## config.mk

```make
export PLATFORM = sky130hd
export DESIGN_NAME = costas_phase_detect
export DESIGN_NICKNAME = d
export VERILOG_FILES = /design/src/rtl/costas_phase_detect.sv
export SDC_FILE = /design/constraint.sdc
export NUM_CORES = 1
export LEC_CHECK = 0
export BUFFER_PORTS_ARGS = -buffer_cell sky130_fd_sc_hd__buf_4
export CORE_MARGIN = 8
export CORE_UTILIZATION = 36
export DETAILED_ROUTE_END_ITERATION = 12
export GPL_TIMING_DRIVEN = 0
export SYNTH_ARGS = -nofsm -noshare
export SYNTH_HDL_FRONTEND = slang
export SYNTH_SLANG_ARGS = --single-unit
```

## constraint.sdc

```tcl
create_clock -name clk -period 4.3 [get_ports clk]
set_clock_uncertainty 0.2 [all_clocks]
set_input_delay 0.86 -clock clk [delete_from_list [all_inputs] [get_ports clk]]
set_output_delay 0.86 -clock clk [all_outputs]
set_load 0.01 [all_outputs]
```

## src/rtl/costas_phase_detect.sv

```systemverilog
// Costas-loop phase detector for BPSK/QPSK: decision-rotates I/Q, produces a
// saturated phase error, blanks the error while settling and tracks lock.
module costas_phase_detect #(
  parameter int WIDTH         = 16,
  parameter int SETTLE_CYCLES = 64,
  parameter int LOCK_THRESH   = 1024,
  parameter int LOCK_COUNT    = 256
) (
  input  logic                    clk,
  input  logic                    rst,
  input  logic [1:0]              mode,
  input  logic signed [WIDTH-1:0] in_I_tdata,
  input  logic                    in_I_tvalid,
  input  logic signed [WIDTH-1:0] in_Q_tdata,
  input  logic                    in_Q_tvalid,
  output logic signed [WIDTH-1:0] out_I_tdata,
  output logic signed [WIDTH-1:0] out_Q_tdata,
  output logic                    out_tvalid,
  output logic signed [WIDTH-1:0] error_tdata,
  output logic                    error_tvalid,
  output logic [1:0]              mode_active,
  output logic                    settling,
  output logic                    locked
);

  localparam int WP1 = WIDTH + 1;
  localparam logic [1:0] MODE_BPSK = 2'b00;
  localparam logic [1:0] MODE_QPSK = 2'b01;
  localparam logic [1:0] MODE_HOLD = 2'b10;
  localparam logic signed [WIDTH-1:0] S_MAX = {1'b0, {(WIDTH-1){1'b1}}};
  localparam logic signed [WIDTH-1:0] S_MIN = {1'b1, {(WIDTH-1){1'b0}}};
  localparam logic [15:0] SETTLE_LOAD = 16'(SETTLE_CYCLES - 1);
  localparam logic [15:0] LOCK_MAX    = 16'(LOCK_COUNT);
  localparam logic [WIDTH:0] THRESH   = WP1'(LOCK_THRESH);

  typedef enum logic {
    ST_RUN    = 1'b0,
    ST_SETTLE = 1'b1
  } state_t;

  function automatic logic signed [WIDTH-1:0] neg_sat(input logic signed [WIDTH-1:0] x);
    logic signed [WIDTH-1:0] r;
    if (x == S_MIN) r = S_MAX;
    else            r = -x;
    return r;
  endfunction

  function automatic logic signed [WIDTH-1:0] sat_narrow(input logic [WIDTH:0] x);
    logic signed [WIDTH-1:0] r;
    if (x[WIDTH] != x[WIDTH-1]) r = x[WIDTH] ? S_MIN : S_MAX;
    else                        r = x[WIDTH-1:0];
    return r;
  endfunction

  state_t                  state_r;
  logic [15:0]             settle_cnt_r;
  logic [1:0]              mode_active_r;
  logic [1:0]              mode_eff_s;
  logic                    mode_change_s;
  logic                    accept_s;

  logic                    s1_valid_r;
  logic signed [WIDTH-1:0] s1_i_r;
  logic signed [WIDTH-1:0] s1_q_r;
  logic [1:0]              s1_mode_r;
  logic                    s1_blank_r;

  logic signed [WIDTH-1:0] fold_i_s;
  logic signed [WIDTH-1:0] fold_q_s;
  logic [WIDTH:0]          diff_s;
  logic signed [WIDTH-1:0] rot_i_s;
  logic signed [WIDTH-1:0] rot_q_s;
  logic signed [WIDTH-1:0] err_raw_s;
  logic signed [WIDTH-1:0] err_s;

  logic signed [WIDTH-1:0] out_i_r;
  logic signed [WIDTH-1:0] out_q_r;
  logic signed [WIDTH-1:0] error_r;
  logic                    out_valid_r;
  logic                    eval_r;

  logic [WIDTH:0]          err_ext_s;
  logic [WIDTH:0]          err_mag_s;
  logic                    in_thresh_s;
  logic [15:0]             lock_cnt_r;
  logic                    locked_r;

  // Map the reserved mode code onto BPSK and detect a request to switch.
  always_comb begin
    mode_eff_s = MODE_BPSK;
    case (mode)
      MODE_QPSK: mode_eff_s = MODE_QPSK;
      MODE_HOLD: mode_eff_s = MODE_HOLD;
      default:   mode_eff_s = MODE_BPSK;
    endcase
    mode_change_s = (mode_eff_s != mode_active_r);
    accept_s      = in_I_tvalid & in_Q_tvalid;
  end

  // Mode/settle controller: any mode switch (re)starts the blanking window.
  always_ff @(posedge clk) begin
    if (rst) begin
      state_r       <= ST_SETTLE;
      settle_cnt_r  <= SETTLE_LOAD;
      mode_active_r <= MODE_BPSK;
    end else if (mode_change_s) begin
      state_r       <= ST_SETTLE;
      settle_cnt_r  <= SETTLE_LOAD;
      mode_active_r <= mode_eff_s;
    end else if (state_r == ST_SETTLE) begin
      if (settle_cnt_r == 16'd0) state_r <= ST_RUN;
      else                       settle_cnt_r <= settle_cnt_r - 16'd1;
    end
  end

  // Stage 1: capture the sample with the mode and blanking in force when accepted.
  always_ff @(posedge clk) begin
    if (rst) begin
      s1_valid_r <= 1'b0;
      s1_i_r     <= {WIDTH{1'b0}};
      s1_q_r     <= {WIDTH{1'b0}};
      s1_mode_r  <= MODE_BPSK;
      s1_blank_r <= 1'b0;
    end else begin
      s1_valid_r <= accept_s;
      if (accept_s) begin
        s1_i_r     <= in_I_tdata;
        s1_q_r     <= in_Q_tdata;
        s1_mode_r  <= mode_active_r;
        s1_blank_r <= (state_r == ST_SETTLE);
      end
    end
  end

  // Decision rotation and phase error for the stage-1 sample.
  always_comb begin
    fold_q_s  = s1_i_r[WIDTH-1] ? neg_sat(s1_q_r) : s1_q_r;
    fold_i_s  = s1_q_r[WIDTH-1] ? neg_sat(s1_i_r) : s1_i_r;
    diff_s    = {fold_q_s[WIDTH-1], fold_q_s} - {fold_i_s[WIDTH-1], fold_i_s};
    rot_i_s   = s1_i_r;
    rot_q_s   = s1_q_r;
    err_raw_s = {WIDTH{1'b0}};
    case (s1_mode_r)
      MODE_QPSK: begin
        rot_i_s   = fold_i_s;
        rot_q_s   = fold_q_s;
        err_raw_s = sat_narrow(diff_s);
      end
      MODE_HOLD: err_raw_s = {WIDTH{1'b0}};
      default:   err_raw_s = fold_q_s;
    endcase
    if (s1_blank_r) err_s = {WIDTH{1'b0}};
    else            err_s = err_raw_s;
  end

  // Stage 2: output registers; data holds when no sample arrives.
  always_ff @(posedge clk) begin
    if (rst) begin
      out_valid_r <= 1'b0;
      eval_r      <= 1'b0;
      out_i_r     <= {WIDTH{1'b0}};
      out_q_r     <= {WIDTH{1'b0}};
      error_r     <= {WIDTH{1'b0}};
    end else begin
      out_valid_r <= s1_valid_r;
      eval_r      <= s1_valid_r & ~s1_blank_r & (s1_mode_r != MODE_HOLD);
      if (s1_valid_r) begin
        out_i_r <= rot_i_s;
        out_q_r <= rot_q_s;
        error_r <= err_s;
      end
    end
  end

  // Magnitude in WIDTH+1 bits so the most negative error cannot wrap.
  always_comb begin
    err_ext_s   = {error_r[WIDTH-1], error_r};
    if (err_ext_s[WIDTH]) err_mag_s = {(WIDTH+1){1'b0}} - err_ext_s;
    else                  err_mag_s = err_ext_s;
    in_thresh_s = (err_mag_s < THRESH);
  end

  // Lock detector on the emitted error stream.
  always_ff @(posedge clk) begin
    if (rst) begin
      lock_cnt_r <= 16'd0;
      locked_r   <= 1'b0;
    end else if (mode_change_s || (eval_r && !in_thresh_s)) begin
      lock_cnt_r <= 16'd0;
      locked_r   <= 1'b0;
    end else begin
      if (eval_r && (lock_cnt_r != LOCK_MAX)) lock_cnt_r <= lock_cnt_r + 16'd1;
      if (lock_cnt_r == LOCK_MAX) locked_r <= 1'b1;
    end
  end

  assign out_I_tdata  = out_i_r;
  assign out_Q_tdata  = out_q_r;
  assign error_tdata  = error_r;
  assign out_tvalid   = out_valid_r;
  assign error_tvalid = out_valid_r;
  assign mode_active  = mode_active_r;
  assign settling     = (state_r == ST_SETTLE);
  assign locked       = locked_r;

endmodule

```

# ---- Word level (Yosys, flattened, before mapping)
# Cells that the tools add are included.
dict set report totals {
  n_memories 0
  latchBits 0
  out_inout_bits 54
  ramBits 0
  regBits 122
  mem_bits_ro 0
}
dict set report classes {
  n_eq_ne 11
  n_mul 0
  n_lt_le_gt_ge 1
  reduce_logical 8
  shifts 0
  div_mod_pow 0
  mux 14
  n_bitwise 5
  n_addsub 6
}
# cell n
set op_table {}
lappend op_table {{16-bit two-way mux} 9}
lappend op_table {{16-bit == test, second input constant} 2}
lappend op_table {{16-bit negator} 2}
lappend op_table {{16-bit case mux with 2 select lines} 1}
lappend op_table {{17-bit by 11-bit < comparator with 1-bit output, second input constant} 1}
lappend op_table {{17-bit two-way mux} 1}
lappend op_table {{1-bit by 16-bit subtractor with 17-bit output, first input constant} 1}
lappend op_table {{16-bit by 16-bit subtractor with 17-bit output} 1}
lappend op_table {{16-bit by 1-bit adder with 16-bit output, second input constant} 1}
lappend op_table {{16-bit by 9-bit == test with 1-bit output, second input constant} 1}
lappend op_table {{16-bit zero test} 1}
lappend op_table {{16-bit by 9-bit inequality test with 1-bit output, second input constant} 1}
lappend op_table {{16-bit by 1-bit subtractor with 16-bit output, second input constant} 1}
lappend op_table {{2-bit by 1-bit == test with 1-bit output, second input constant} 2}
lappend op_table {{2-bit == test, second input constant} 2}
lappend op_table {{2-bit case mux with 2 select lines} 1}
lappend op_table {{2-bit OR reduction} 2}
lappend op_table {{1-bit AND} 3}
lappend op_table {{1-bit logical AND} 2}
lappend op_table {{1-bit two-way mux} 2}
lappend op_table {{2-bit inequality test} 1}
lappend op_table {{2-bit inequality test, second input constant} 1}
lappend op_table {{1-bit inverter} 2}
lappend op_table {{2-bit AND reduction} 1}
lappend op_table {{3 further kinds} 3}

# ---- Longest topological paths before layout
dict set report logic_depth {
  word_depth 8
  mapped_depth 18
}

# ---- Worst setup path after synthesis
# OpenSTA, ideal clock, no wires.
dict set report synth_path {
  kind {reg-to-reg}
  startpoint {reg s1_i_r[6]}
  endpoint {reg error_r[10], in the netlist error_tdata[10]}
  required_time_ns 3.972
  path_buffers 3
  slack_ns 0.234
  period_less_slack_ns 4.066
  t_arrival_ns 3.737
  path_stages_with_launch 16
  path_cell_list {dfxtp_1 -> clkbuf_1 -> nor4_1 -> nand4_1 -> nor4b_2 -> buf_2 -> nor2_1 -> ha_1 -> a21oi_1 -> o21ai_1 -> or3_1 -> o21bai_1 -> and3_1 -> a211o_1 -> clkbuf_1 -> o21ai_0}
}
dict set report synth_between {
  elab_chain_cells 8
}
# item line
set synth_lines {}
lappend synth_lines {{from (decl)} 63} ;# logic signed [WIDTH-1:0] s1_i_r;
lappend synth_lines {{from (signal assigned)} 120} ;# s1_i_r <= {WIDTH{1'b0}};
lappend synth_lines {{from (signal assigned)} 127} ;# s1_i_r <= in_I_tdata;
lappend synth_lines {{16-bit negator / 16-bit == test (equally long branches)} {44, 43}}
lappend synth_lines {{16-bit two-way mux} 43} ;# if (x == S_MIN) r = S_MAX;
lappend synth_lines {{16-bit two-way mux (*)} 138} ;# fold_i_s = s1_q_r[WIDTH-1] ? neg_sat(s1_i_r) : s1_i_r;
lappend synth_lines {{16-bit by 16-bit subtractor with 17-bit output (*)} 139} ;# diff_s = {fold_q_s[WIDTH-1], fold_q_s} - {fold_i_s[WIDTH-1], fold_i_s};
lappend synth_lines {{16-bit two-way mux / 1-bit inequality test (equally long branches)} 50} ;# if (x[WIDTH] != x[WIDTH-1]) r = x[WIDTH] ? S_MIN : S_MAX;
lappend synth_lines {{16-bit two-way mux (*)} 50}
lappend synth_lines {{16-bit case mux with 2 select lines (*)} 143} ;# case (s1_mode_r)
lappend synth_lines {{16-bit two-way mux (*)} 152} ;# if (s1_blank_r) err_s = {WIDTH{1'b0}};
lappend synth_lines {{to (signal assigned)} 163} ;# error_r <= {WIDTH{1'b0}};
lappend synth_lines {{to (signal assigned)} 170} ;# error_r <= err_s;
lappend synth_lines {{to (decl)} 78} ;# logic signed [WIDTH-1:0] error_r;
# Every way passes the cells marked *; elsewhere a longest branch is shown, timed or not.
# A chain may end at the register's enable or synchronous reset.

# ---- Final worst setup path
dict set report layout_path {
  startpoint {reg s1_i_r[0]}
  endpoint {reg error_r[8], in the netlist error_tdata[8]}
}
# Same word-level chain as after synthesis.

==> results by group <==
Die
  – I/O pins: 92
  – DIE WIDTH: 154 µm
  – Die Y: 154 µm
  – Initial cell density of the core: 0.367
  – Core area: 18700 µm²
  – Die ar.: 23800 µm²
  – # rows: 50

Clock network
  – Hold_buf cts: 0
  – Root buf cell: clkbuf_16
  – Worst skew pair latency: 0.42 ns
  – Clk sinks: 122
  – CTS buffer count: 17
  – Clk buf depth: 2
  – CTS tree: yes
  – Clock slew at reported path FFs: 0.06 ns
  – Number of H-tree levels: 4

Synth
  – Synth async-reset ratio: 0
  – Number of enable flip-flop cells after synthesis: 0
  – Cells after Synth: 886
  – Count of warnings emitted by yosys: 0
  – Mapped cell area: 6870 µm²
  – Syn Area/Cell: 7.76 µm²
  – Yosys top cell by area: dfxtp_1
  – Synth area leaders: dfxtp_1 36%, nand2_1 6.6%, nor2_1 6.1%
  – Sequential area share after synthesis: 0.355
  – #FFs+latches synth: 122
  – Main synth FF type: dfxtp_1
  – Synth top area share: 0.355
  – Yosys cell types: 65
  – Syn Nets: 948

Final layout
  – Fin util: 0.474
  – Layout cells sized above 1: 0.196
  – Antenna Cells: 0
  – Fill cell count: 1831
  – Layout area overhead: 29.1%
  – Nets: 1069

STA
  – Max Freq: 237 MHz
  – Actual slew at the worst max-slew pin: 0.791 ns
  – Final Hold Vio Count: 0
  – Tcrit/Tclk final: 0.980
  – Worst setup margin: 0.0854 ns
  – Max_slew headroom: 0.468
  – # setup viols final: 0
  – Minimum clock period: 4.21 ns
  – Final Slew Violations: 0
  – Unrepaired setup endpoints after global routing: true
  – Hold WS: 0.280 ns

Place
  – Port Buffers: 91
  – DP Worst Slack: -0.937 ns
  – Final HPWL DP: 16200 µm
  – Placer Congestion: 0.950

Detailed routing
  – DRC Markers: 0
  – Drt wl/cell: 17.3 µm
  – DRT antenna net count: 0
  – DR vias/cell: 5.44
  – TritonRoute pass-1 iters: 6
  – Vias: 6823
  – Initial drt markers: 390
  – Post-Route WL: 21700 µm

Critical path
  – Depth of the most critical reg-to-reg path: 13
  – CP startpoint kind: register
  – CP Max Fanout: 5
  – Internal reg-to-reg setup slack: 0.09 ns
  – WP data arrival: 4.29 ns
  – Critical Path RT: 4.38 ns
  – Critical Setup Path Class: reg2reg
  – Worst setup EP type: register

Job
  – Max Cap Viol: 0

Power and ir drop
  – P_leak: 3.40 nW
  – VDD IR max: 0.270 mV
  – PwrDens: 387 nW/µm²

Global routing
  – Initial antenna violation count: 0
  – Global route total overflow: 0
  – Pin count of the biggest net entering global routing: 17
  – Total track usage: 0.180
  – Vias in the first global route: 6454
  – First-pass GRT wire length: 34300 µm

Hold path
  – Worst hold path depth: 1
  – Hold crit path type: reg2reg

Status
  – Status: finished clean
## timing repair
item,in CTS,in global routing
setup buffers,4,9
endpoints found under the setup margin,16,14
hold endpoints to repair,0,0
resized for setup,46,45
pin swaps,3,7
## routing by layer
layer | share of wire | wire length, µm | GRT usage | vias to the layer above
li1 | - | - | - | 3377
met1 | 0.46 | 10000 | 0.232 | 3223
met2 | 0.47 | 10100 | 0.294 | 197
met3 | 0.050 | 1090 | 0.0381 | 26
met4 | 0.020 | 443 | 0.0588 | 0
met5 | 0 | 0 | 0 | -
## cell families (layout without fill, tap and decap cells)
logic type | after synthesis | after routing | share of synthesized area
xor gates and xnor gates | 49 | 49 | 0.0625
adders and majority gates | 26 | 26 | 0.0477
DFF | 122 | 122 | 0.355
and+or+nand+nor | 366 | 366 | 0.253
AOI/OAI and AO/OA | 228 | 228 | 0.206
buffers and inverters | 70 | 204 | 0.0390
muxes | 25 | 25 | 0.0368
## registers in the layout, indices dropped and copies added, names as in the netlist
signal and count:
error_tdata 16, error_tvalid 1, eval_r 1, lock_cnt_r 16, locked 1, mode_active 2, out_I_tdata 16, out_Q_tdata 16
s1_blank_r 1, s1_i_r 16, s1_mode_r 2, s1_q_r 16, s1_valid_r 1, settle_cnt_r 16, settling 1
## critical path, stage by stage, from the launching register on
cell and delay (ns):
dfxtp_1 0.35, or4_1 0.58, or3_4 0.38, o21ai_1 0.17, xor2_1 0.25, and2_1 0.27
ha_4 0.25, a21o_1 0.23, a2111oi_1 0.39, a21oi_1 0.16, and2_1 0.19, maj3_1 0.35
a21oi_1 0.16, o21ai_0 0.12
## layout make-up
cell class                 count  area (µm²)  area share
multi-input combinational    694        4500       0.507
inverter                      25        93.8      0.0106
timing repair buffer         104         781      0.0880
buffer                        43         189      0.0213
sequential                   122        2440       0.275
clock buffer                  20         447      0.0503
clock inverter                12         125      0.0141
tap                          234         293      0.0330
## report_power, final
part	internal (W)	switching, W
sequential	0.00116	0.0000387
clock	0.000863	0.000541
combinational	0.000361	0.000471
total	0.00238	0.00105
## per-stage QoR
stage	TNS [ns]	cells	cell area, µm²	total power (W)
4_1_cts	0	1247	8630	0.00335
6_report	0	1254	8870	0.00344
5_1_grt	-0.163	1254	8870	0.00358
2_1_floorplan	0	886	6870	0.00170
3_5_place_dp	-12.78	1211	7850	0.00190
3_3_place_gp	-12.31	1211	7850	0.00189
## cell usage in the layout (no fill, tap or decap), types with 4 or more instances in the layout
cell | synthesis | layout
a31oi_1 | 10 | 8
o21a_1 | 5 | 5
xnor2_1 | 22 | 22
o21ai_2 | 0 | 6
nor2_1 | 111 | 109
clkbuf_1 | 41 | 37
nor3_1 | 25 | 23
nand2_1 | 121 | 119
dfxtp_1 | 122 | 122
nand4_1 | 7 | 7
ha_1 | 23 | 16
and3_1 | 11 | 11
a211oi_1 | 16 | 14
a22oi_1 | 13 | 12
clkbuf_16 | 0 | 17
nor2b_1 | 9 | 8
a211o_1 | 4 | 4
clkinv_2 | 0 | 5
o211ai_1 | 4 | 4
or3_1 | 9 | 8
xor2_1 | 27 | 27
a21oi_1 | 78 | 69
nor4_1 | 5 | 4
or4_1 | 5 | 4
o21ai_0 | 57 | 42
o21ai_1 | 1 | 10
nand3_1 | 12 | 12
a21oi_2 | 0 | 7
ha_4 | 0 | 4
inv_1 | 24 | 23
mux2i_1 | 23 | 23
buf_4 | 1 | 105
nand2b_1 | 18 | 18
and2_1 | 7 | 7
o31ai_1 | 6 | 5
a21o_1 | 6 | 6
## path summary, 6_finish.rpt
kind,endpoint,startpoint
setup reg to reg,error_tdata[8],s1_i_r[0]
hold / removal,out_I_tdata[11],out_I_tdata[11]
hold reg to reg,out_I_tdata[11],out_I_tdata[11]
setup / recovery,error_tdata[8],s1_i_r[0]
## cells in the mapped netlist, types with 13 or more instances
cell	count
nor2_1	111
xor2_1	27
xnor2_1	22
nand2_1	121
inv_1	24
mux2i_1	23
a211oi_1	16
nor3_1	25
nand2b_1	18
a21oi_1	78
dfxtp_1	122
o21ai_0	57
a22oi_1	13
clkbuf_1	41
ha_1	23
(Power assumes the default switching activity.)
